[src/rtl/data_memory_dma.sv]
// Block-copy / block-fill initiator on the shared data-memory port.
// Optional fill datapath is enabled by defining DATA_MEMORY_DMA_FILL_EN.
//
//   state | meaning
//   IDLE  | waiting for in_start; command fields are latched on the strobe
//   CHECK | range / mode validation, one cycle
//   RD    | present source address (copy only)
//   WR    | write one byte to the destination pointer
//   DONE  | one-cycle completion pulse, error flag if rejected
module data_memory_dma #(
    parameter int                    ADDR_WIDTH = 10,
    parameter int                    DATA_WIDTH = 8,
    parameter logic [ADDR_WIDTH-1:0] IO_BASE    = 10'h3FE
) (
    input  logic                  clk,
    input  logic                  rst_n,
    input  logic                  in_start,
    input  logic                  in_mode,
    input  logic [ADDR_WIDTH-1:0] in_src_addr,
    input  logic [ADDR_WIDTH-1:0] in_dst_addr,
    input  logic [ADDR_WIDTH-1:0] in_len,
    input  logic [DATA_WIDTH-1:0] in_fill_data,
    input  logic [DATA_WIDTH-1:0] in_mem_data,
    output logic [ADDR_WIDTH-1:0] out_mem_addr,
    output logic                  out_mem_write_en,
    output logic [DATA_WIDTH-1:0] out_mem_data,
    output logic                  out_busy,
    output logic                  out_done,
    output logic                  out_error
);

    typedef enum logic [2:0] {
        S_IDLE,
        S_CHECK,
        S_RD,
        S_WR,
        S_DONE
    } state_t;

    state_t                state_q, state_d;
    logic [ADDR_WIDTH-1:0] src_q, src_d;
    logic [ADDR_WIDTH-1:0] dst_q, dst_d;
    logic [ADDR_WIDTH-1:0] cnt_q, cnt_d;
    logic                  mode_q, mode_d;
    logic                  err_q, err_d;
    logic [ADDR_WIDTH:0]   src_end, dst_end;
    logic                  range_bad;
    logic                  fill_bad;
    logic [DATA_WIDTH-1:0] wr_data;

`ifdef DATA_MEMORY_DMA_FILL_EN
    logic [DATA_WIDTH-1:0] fill_q, fill_d;

    always_ff @(posedge clk or negedge rst_n) begin
        if (!rst_n) begin
            fill_q <= '0;
        end else begin
            fill_q <= fill_d;
        end
    end

    always_comb begin
        fill_d = fill_q;
        if (state_q == S_IDLE && in_start) begin
            fill_d = in_fill_data;
        end
    end

    assign fill_bad = 1'b0;
    assign wr_data  = mode_q ? fill_q : in_mem_data;
`else
    logic unused_fill;

    assign unused_fill = ^in_fill_data;
    assign fill_bad    = mode_q;
    assign wr_data     = in_mem_data;
`endif

    // 11-bit ends so a range running past the top of memory cannot alias low.
    assign src_end = ({1'b0, src_q} + {1'b0, cnt_q}) - (ADDR_WIDTH+1)'(1);
    assign dst_end = ({1'b0, dst_q} + {1'b0, cnt_q}) - (ADDR_WIDTH+1)'(1);

    assign range_bad = (dst_end >= {1'b0, IO_BASE}) ||
                       (!mode_q && (src_end >= {1'b0, IO_BASE}));

    always_ff @(posedge clk or negedge rst_n) begin
        if (!rst_n) begin
            state_q <= S_IDLE;
            src_q   <= '0;
            dst_q   <= '0;
            cnt_q   <= '0;
            mode_q  <= 1'b0;
            err_q   <= 1'b0;
        end else begin
            state_q <= state_d;
            src_q   <= src_d;
            dst_q   <= dst_d;
            cnt_q   <= cnt_d;
            mode_q  <= mode_d;
            err_q   <= err_d;
        end
    end

    always_comb begin
        state_d          = state_q;
        src_d            = src_q;
        dst_d            = dst_q;
        cnt_d            = cnt_q;
        mode_d           = mode_q;
        err_d            = err_q;
        out_mem_addr     = '0;
        out_mem_write_en = 1'b0;
        out_mem_data     = '0;
        out_busy         = 1'b0;
        out_done         = 1'b0;
        out_error        = 1'b0;

        case (state_q)
            S_IDLE: begin
                if (in_start) begin
                    src_d   = in_src_addr;
                    dst_d   = in_dst_addr;
                    cnt_d   = in_len;
                    mode_d  = in_mode;
                    err_d   = 1'b0;
                    state_d = S_CHECK;
                end
            end
            S_CHECK: begin
                out_busy = 1'b1;
                if (cnt_q == '0) begin
                    state_d = S_DONE;
                end else if (range_bad || fill_bad) begin
                    err_d   = 1'b1;
                    state_d = S_DONE;
                end else begin
                    state_d = mode_q ? S_WR : S_RD;
                end
            end
            S_RD: begin
                out_busy     = 1'b1;
                out_mem_addr = src_q;
                state_d      = S_WR;
            end
            S_WR: begin
                out_busy         = 1'b1;
                out_mem_addr     = dst_q;
                out_mem_write_en = 1'b1;
                out_mem_data     = wr_data;
                cnt_d            = cnt_q - ADDR_WIDTH'(1);
                dst_d            = dst_q + ADDR_WIDTH'(1);
                src_d            = src_q + ADDR_WIDTH'(1);
                if (cnt_q == ADDR_WIDTH'(1)) begin
                    state_d = S_DONE;
                end else begin
                    state_d = mode_q ? S_WR : S_RD;
                end
            end
            S_DONE: begin
                out_done  = 1'b1;
                out_error = err_q;
                state_d   = S_IDLE;
            end
            default: begin
                state_d = S_IDLE;
            end
        endcase
    end

endmodule

[config.mk]
export PLATFORM = sky130hd
export DESIGN_NAME = data_memory_dma
export DESIGN_NICKNAME = d
export VERILOG_FILES = /design/src/rtl/data_memory_dma.sv
export SDC_FILE = /design/constraint.sdc
export NUM_CORES = 1
export LEC_CHECK = 0
export BUFFER_PORTS_ARGS = -buffer_cell sky130_fd_sc_hd__buf_4
export CAP_MARGIN = 20
export CORE_MARGIN = 3
export CORE_UTILIZATION = 53
export DETAILED_ROUTE_END_ITERATION = 10
export PLACE_DENSITY = 0.88
export RECOVER_POWER = 25
export SYNTH_ARGS = -nofsm -noshare
export SYNTH_HDL_FRONTEND = slang
export SYNTH_SLANG_ARGS = --single-unit
export TNS_END_PERCENT = 5
[constraint.sdc]
create_clock -name clk -period 4.2 [get_ports clk]
set_input_delay 0.84 -clock clk [delete_from_list [all_inputs] [get_ports clk]]
set_output_delay 0.84 -clock clk [all_outputs]
set_load 0.03 [all_outputs]
==> impl_metrics.csv, run 1 <==
group,metric,value,unit
critical_path,cpMostUsedCell,"buf_4",
yosys,synth.yosys.warnings,0,
detailed_routing,route.detailed.drc,0,
cells_and_area,nets,604,
detailed_routing,initialDrtViolationCount,285,
floorplanning,initial_utilization,56.2,%
sta,slew_headroom,-30.7,%
floorplanning,core-area,6100,um^2
pwr,power_leakage,1.98,nW
critical_path,cp_slowest_cell,"nor2b_1",
detailed_routing,antenna_left,0,
clocking,clk_latency,290,ps
detailed_routing,first_pass_iters,5,
cells_and_area,n_antenna_cell,0,
yosys,synth_area_leaders,"dfrtp_1 26%, ha_1 15%, inv_1 7.9%, a21oi_1 5.3%, o21ai_0 5.0%",
floorplanning,dieArea,7460,um^2
global_route,grtUsageTotal,25.9,%
detailed_routing,routedWlPerCell,16.3,um
yosys,syn_inst,454,
pwr,power,3.73,mW
global_route,grt_max_degree,39,
yosys,synth_area_leader_cell,"dfrtp_1",
clocking,clkSinkCount,35,
flow_run,drv_cap,1,
detailed_routing,via_per_inst,6.05,
pwr,pwr-share-seq,18.2,%
sta,worst_pin_slew,1960,ps
critical_path,slowest_delay,520,ps
pwr,clkPwrFrac,6.7,%
critical_path,critPathRequiredTime,3360,ps
critical_path,path_class,"reg2out",
yosys,ys_seq_elements,35,
global_route,gr-total-overflow,0,
yosys,synth_ff_type,"dfrtp_1",
yosys,async_reset_ff_share,100,%
sta,finalCritPeriodShare,70.9,%
clocking,cts_max_path_buffers,2,
clocking,cts_max_level,2,
yosys,synth.distinct_cells,54,
yosys,netlist_area,3430,um^2
detailed_routing,wl,9.52,mm
global_route,grt_pass1_vias,3411,
place,routabilityCongestion,0.892,
critical_path,startpoint,"state_q[2]",
yosys,synth.top_cell.area_share,25.6,%
yosys,synth_edf_count,0,
sta,holdWs,512,ps
critical_path,cp.arrival,2140,ps
hold_path,hold_class,"reg2reg",
cells_and_area,area_growth,17.5,%
critical_path,end_kind,"primary output",
sta,setup_viol,0,
clocking,cts_tree,"yes",
pwr,peakVddDrop,401,uV
critical_path,r2r-end,"err_q",
cells_and_area,utilization,66.1,%
cells_and_area,final_layout_size_suffix_gt1_share,16.7,%
place,port_buffers,63,
clocking,cts-root-buf,"clkbuf_8",
yosys,postSynthAreaPerCell,7.55,um^2
sta,fin_setup_tns,0,ps
yosys,yosysMostFrequentCell,"inv_1",
floorplanning,row_count,28,
sta,min_period,2980,ps
clocking,post_cts_resize_count,0,
place,dp_hpwl,7.21,mm
global_route,grt_antenna_before_repair,0,
sta,skew,3.21,ps
critical_path,worstReg2RegStart,"dst_q[1]",
pwr,combPwrFrac,75.1,%
yosys,synthTopCellsByCount,"72 x inv_1, 42 x ha_1, 40 x nand2_1",
floorplanning,dieHeight,86.4,um
pwr,switching_power,1.96,mW
clocking,cts.clk_slew.worst_paths,70,ps
global_route,grt_pass1_wl,15.5,mm
critical_path,crit_fanout,38,
clocking,cts_hold_buf,0,
critical_path,path_cells,"nor2b_1 > nand2_1 > buf_4 > o21ai_0 > buf_4",
critical_path,start_kind,"flip-flop",
sta,max_freq,0.336,GHz
sta,maxSlewViolCount,36,
sta,grt_setup_unrepaired,"no",
critical_path,endpoint,"out_mem_addr[7]",
pwr,p_per_area,926,nW/um^2
critical_path,rrSetupSlack,1250,ps
yosys,seq_area_frac_synth,25.6,%
status,outcome,"complete, but fails checks",
floorplanning,ios,72,
sta,hold_viol_final,0,
clocking,cts_inserted_buffers,5,
critical_path,reg2reg_depth,12,
yosys,synth_nets,548,
clocking,cts_setup_buffers,0,
floorplanning,die_w,86.4,um
pwr,internal_power,1.77,mW
pwr,sw_frac_of_total,52.6,%
status,violations,"capacitance limit, slew limit",
detailed_routing,vias,3542,
==> cells in the final DEF, fill, tap and decap left out, types with 2 or more instances in the layout <==
cell,instances
o31a_1,2
and3_1,9
clkbuf_8,6
or3_1,5
ha_1,42
xnor2_1,4
a22oi_1,4
nand4_1,7
nand2b_1,4
o41ai_1,2
a21oi_1,36
o21ai_0,34
buf_4,66
nor2b_1,5
nor3_1,15
o22ai_1,4
xor2_1,2
nand3_1,17
o22a_1,2
nor4_1,2
fa_1,2
o21bai_1,2
o32ai_1,5
nor3b_1,2
inv_1,72
o21a_1,4
nor2_1,34
o221a_2,4
nand2_1,40
a21o_1,6
mux2_2,2
dfrtp_1,35
a31oi_1,7
a211oi_1,3
nor4b_1,2
and2_1,3
==> cells by family (layout without fill, tap and decap cells) <==
logic type | after synthesis | in the layout | share of synthesized area [%]
AND/OR/NAND/NOR | 151 | 151 | 21.8
AO/OA/AOI/OAI | 126 | 126 | 23.7
buffers and inverters | 90 | 146 | 10.2
adder cells (fa/ha/maj) | 44 | 44 | 16.5
flip-flops | 35 | 35 | 25.6
XOR/XNOR | 6 | 6 | 1.53
multiplexers | 2 | 2 | 0.657
==> through the flow <==
stage / instance area [um^2] / setup slack, ps / instances
after floorplan: 3430 / 1380 / 454
after global placement: 3940 / 1310 / 578
after detailed placement: 3940 / 1280 / 578
after CTS: 4030 / 1250 / 585
after global routing: 4030 / 948 / 585
final: 4030 / 1220 / 585
==> flip-flops by register name, indices dropped and copies added, names as in the netlist <==
signal	count
cnt_q	10
src_q	10
state_q	3
fill_bad	1
dst_q	10
err_q	1
==> critical path: cells and delay by family, from the launching register on <==
kind / cells / cell delay (ps)
flip-flops: 1 / 460
AO/OA/AOI/OAI: 1 / 250
buffers and inverters: 2 / 480
AND/OR/NAND/NOR: 2 / 650
==> metal layers <==
| metal | wire length [um] | GRT usage (%) | part of all wire [%] |
|---|---|---|---|
| met1 | 3960 | 32.4 | 42 |
| met4 | 202 | 9.35 | 2.1 |
| met5 | 0 | 0 | 0 |
| met3 | 533 | 3.33 | 5.6 |
| met2 | 4820 | 45.6 | 51 |
==> power groups by stage <==
stage / Clock (mW) / Combinational, mW / Sequential [mW]
finish: 0.251 / 2.80 / 0.679
global route: 0.274 / 3.12 / 0.701
CTS: 0.256 / 2.77 / 0.672
detailed placement: 0 / 2.73 / 0.678
global placement: 0 / 2.59 / 0.667
floorplan: 0 / 2.15 / 0.619
==> how the worst min path moves through the flow <==
stage / from / endpoint / slack, ps / depth (start not counted)
6_report: dst_q[4] / dst_q[4] / 510 / 2
5_1_grt: dst_q[4] / dst_q[4] / 540 / 2
4_1_cts: rst_n / dst_q[9] / 510 / 1
3_5_place_dp: dst_q[4] / dst_q[4] / 490 / 2
3_3_place_gp: dst_q[4] / dst_q[4] / 480 / 2
2_1_floorplan: dst_q[4] / dst_q[4] / 460 / 2
==> final cells by class <==
| class | count | area (um^2) |
|---|---|---|
| flip-flops and latches | 35 | 876 |
| fillers | 534 | 2070 |
| inverters | 72 | 270 |
| clock buffers | 6 | 82.6 |
| multi-input cells | 329 | 2200 |
| repair buffers | 67 | 499 |
| well taps | 75 | 93.8 |
| clock inverters | 1 | 5.00 |
Power figures use the tool's default switching activity.
==> run 2: changes to the inputs <==
clock period = 2.75 ns   (was 4.2 ns; I/O delays follow)
==> run 2 against run 1 <==
The flow still finishes with violations (capacitance limit, slew limit). Register-to-register slack got worse by 1200 ps. Cell count is 4.6% higher. Via count increased by 5.6%. Non-clock buffer count is 27 higher. Routed wire length is 12% higher. Critical endpoint is now state_q[1]. Count of clock-buffer cells in the layout did not move.
==> impl_metrics.csv, run 2 (synthesized netlist as in run 1, its figures left out) <==
group,metric,value,unit
critical_path,start_kind,"flip-flop",
floorplanning,die_w,86.4,um
detailed_routing,routedWlPerCell,17.4,um
place,dp_hpwl,7.56,mm
detailed_routing,antenna_left,0,
sta,hold_viol_final,0,
floorplanning,dieArea,7460,um^2
sta,slew_headroom,-37.2,%
cells_and_area,layout_commonest_cell,"buf_4",
critical_path,cp.arrival,2960,ps
cells_and_area,layout_common_cells,"93 x buf_4, 62 x inv_1, 40 x nand2_1",
clocking,cts_inserted_buffers,5,
clocking,cts_hold_buf,0,
detailed_routing,first_pass_iters,7,
global_route,grt_antenna_before_repair,0,
clocking,cts_max_level,2,
floorplanning,row_count,28,
floorplanning,ios,72,
detailed_routing,via_per_inst,6.11,
clocking,cts-root-buf,"clkbuf_8",
critical_path,reg2reg_depth,12,
critical_path,slowest_delay,540,ps
cells_and_area,utilization,73.1,%
sta,min_period,2740,ps
sta,worst_pin_slew,2060,ps
sta,max_freq,0.365,GHz
detailed_routing,initialDrtViolationCount,327,
cells_and_area,nets,631,
critical_path,cpMostUsedCell,"inv_2",
sta,setup_viol,0,
cells_and_area,final_layout_size_suffix_gt1_share,27.9,%
critical_path,critPathRequiredTime,2970,ps
status,outcome,"complete, but fails checks",
global_route,grt_pass1_wl,15.9,mm
cells_and_area,n_antenna_cell,0,
global_route,grt_pass1_vias,3570,
critical_path,end_kind,"flip-flop",
global_route,grtUsageTotal,26.6,%
floorplanning,initial_utilization,56.2,%
detailed_routing,wl,10.7,mm
sta,maxSlewViolCount,36,
critical_path,path_class,"reg2reg",
detailed_routing,vias,3739,
clocking,cts.clk_slew.worst_paths,80,ps
critical_path,crit_fanout,3,
status,violations,"capacitance limit, slew limit",
clocking,cts_max_path_buffers,2,
clocking,cts_tree,"yes",
sta,finalCritPeriodShare,99.5,%
cells_and_area,area_growth,30.1,%
detailed_routing,route.detailed.drc,0,
flow_run,drv_cap,1,
place,routabilityCongestion,0.885,
critical_path,path_cells,"inv_2 > ha_4 > inv_1 > ha_2 > inv_2 > fa_2 > nor2b_1 > o21ai_1 > nand3_1 > a2111oi_4 > or4b_4 > o31ai_4",
global_route,grt_max_degree,36,
cells_and_area,reg_top3,"cnt_q x10, dst_q x10, src_q x10",
floorplanning,core-area,6100,um^2
critical_path,cp_slowest_cell,"or4b_4",
clocking,clk_latency,300,ps
sta,skew,9.85,ps
clocking,clkSinkCount,35,
floorplanning,dieHeight,86.4,um
global_route,gr-total-overflow,0,
place,port_buffers,63,
hold_path,hold_class,"in2reg",
hold_path,holdPathStages,3,
## run 2: cell count changes in the layout (fill, tap and decap cells not counted), sizes merged
cell,delta
buf,+27
## run 2: cell type report
type	instances	area, um^2
repair buffers	94	702
fillers	443	1640
inverters	72	270
clock buffers	6	82.6
multi-input cells	329	2430
clock inverters	1	5.00
well taps	75	93.8
flip-flops and latches	35	876
## run 2: final timing paths
path,startpoint,endpoint,slack (ps)
worst min-delay path,in_mode,fill_bad,450
worst max register to register,cnt_q[1],state_q[1],10
worst min register to register,dst_q[4],dst_q[4],510
min in group asynchronous,rst_n,cnt_q[9],840
max in group asynchronous,rst_n,cnt_q[5],730
worst max-delay path,cnt_q[1],state_q[1],10
## run 2: timing repair
item	4_1_cts	5_1_grt
pin swaps	1	18
buffers inserted	0	2
endpoints found under the hold margin	0	0
endpoints found under the setup margin	3	3
gates resized for setup	7	39
## run 2: worst max-delay path: cells and delay by family, from the launching register on
kind,cells,cell delay (ps)
flops,1,390
compound gates,3,420
buf+inv,3,220
fa+ha+maj,3,770
simple gates,3,850
## run 2: routing by layer
metal	track usage, %	share of wire, %
met1	32.4	39
met2	46.2	50
met3	5.13	8.1
met4	10.1	3.5
met5	0	0
## run 2: stage by stage
stage / hold WS, ps / TNS, ps / worst slack, ps / instances / area [um^2]
3_5_place_dp: 487 / -280 / -145 / 604 / 4140
4_1_cts: 225 / -1.00 / -1.00 / 611 / 4240
5_1_grt: 480 / -113 / -75.0 / 612 / 4460
2_1_floorplan: 254 / 0 / 133 / 454 / 3430
3_3_place_gp: 480 / -153 / -56.5 / 604 / 4140
6_report: 448 / 0 / 13.2 / 612 / 4460
Power of run 2 is left out: the tool's default activity adds up to more than one toggle a clock period on the data nets, which glitch-free logic cannot reach.
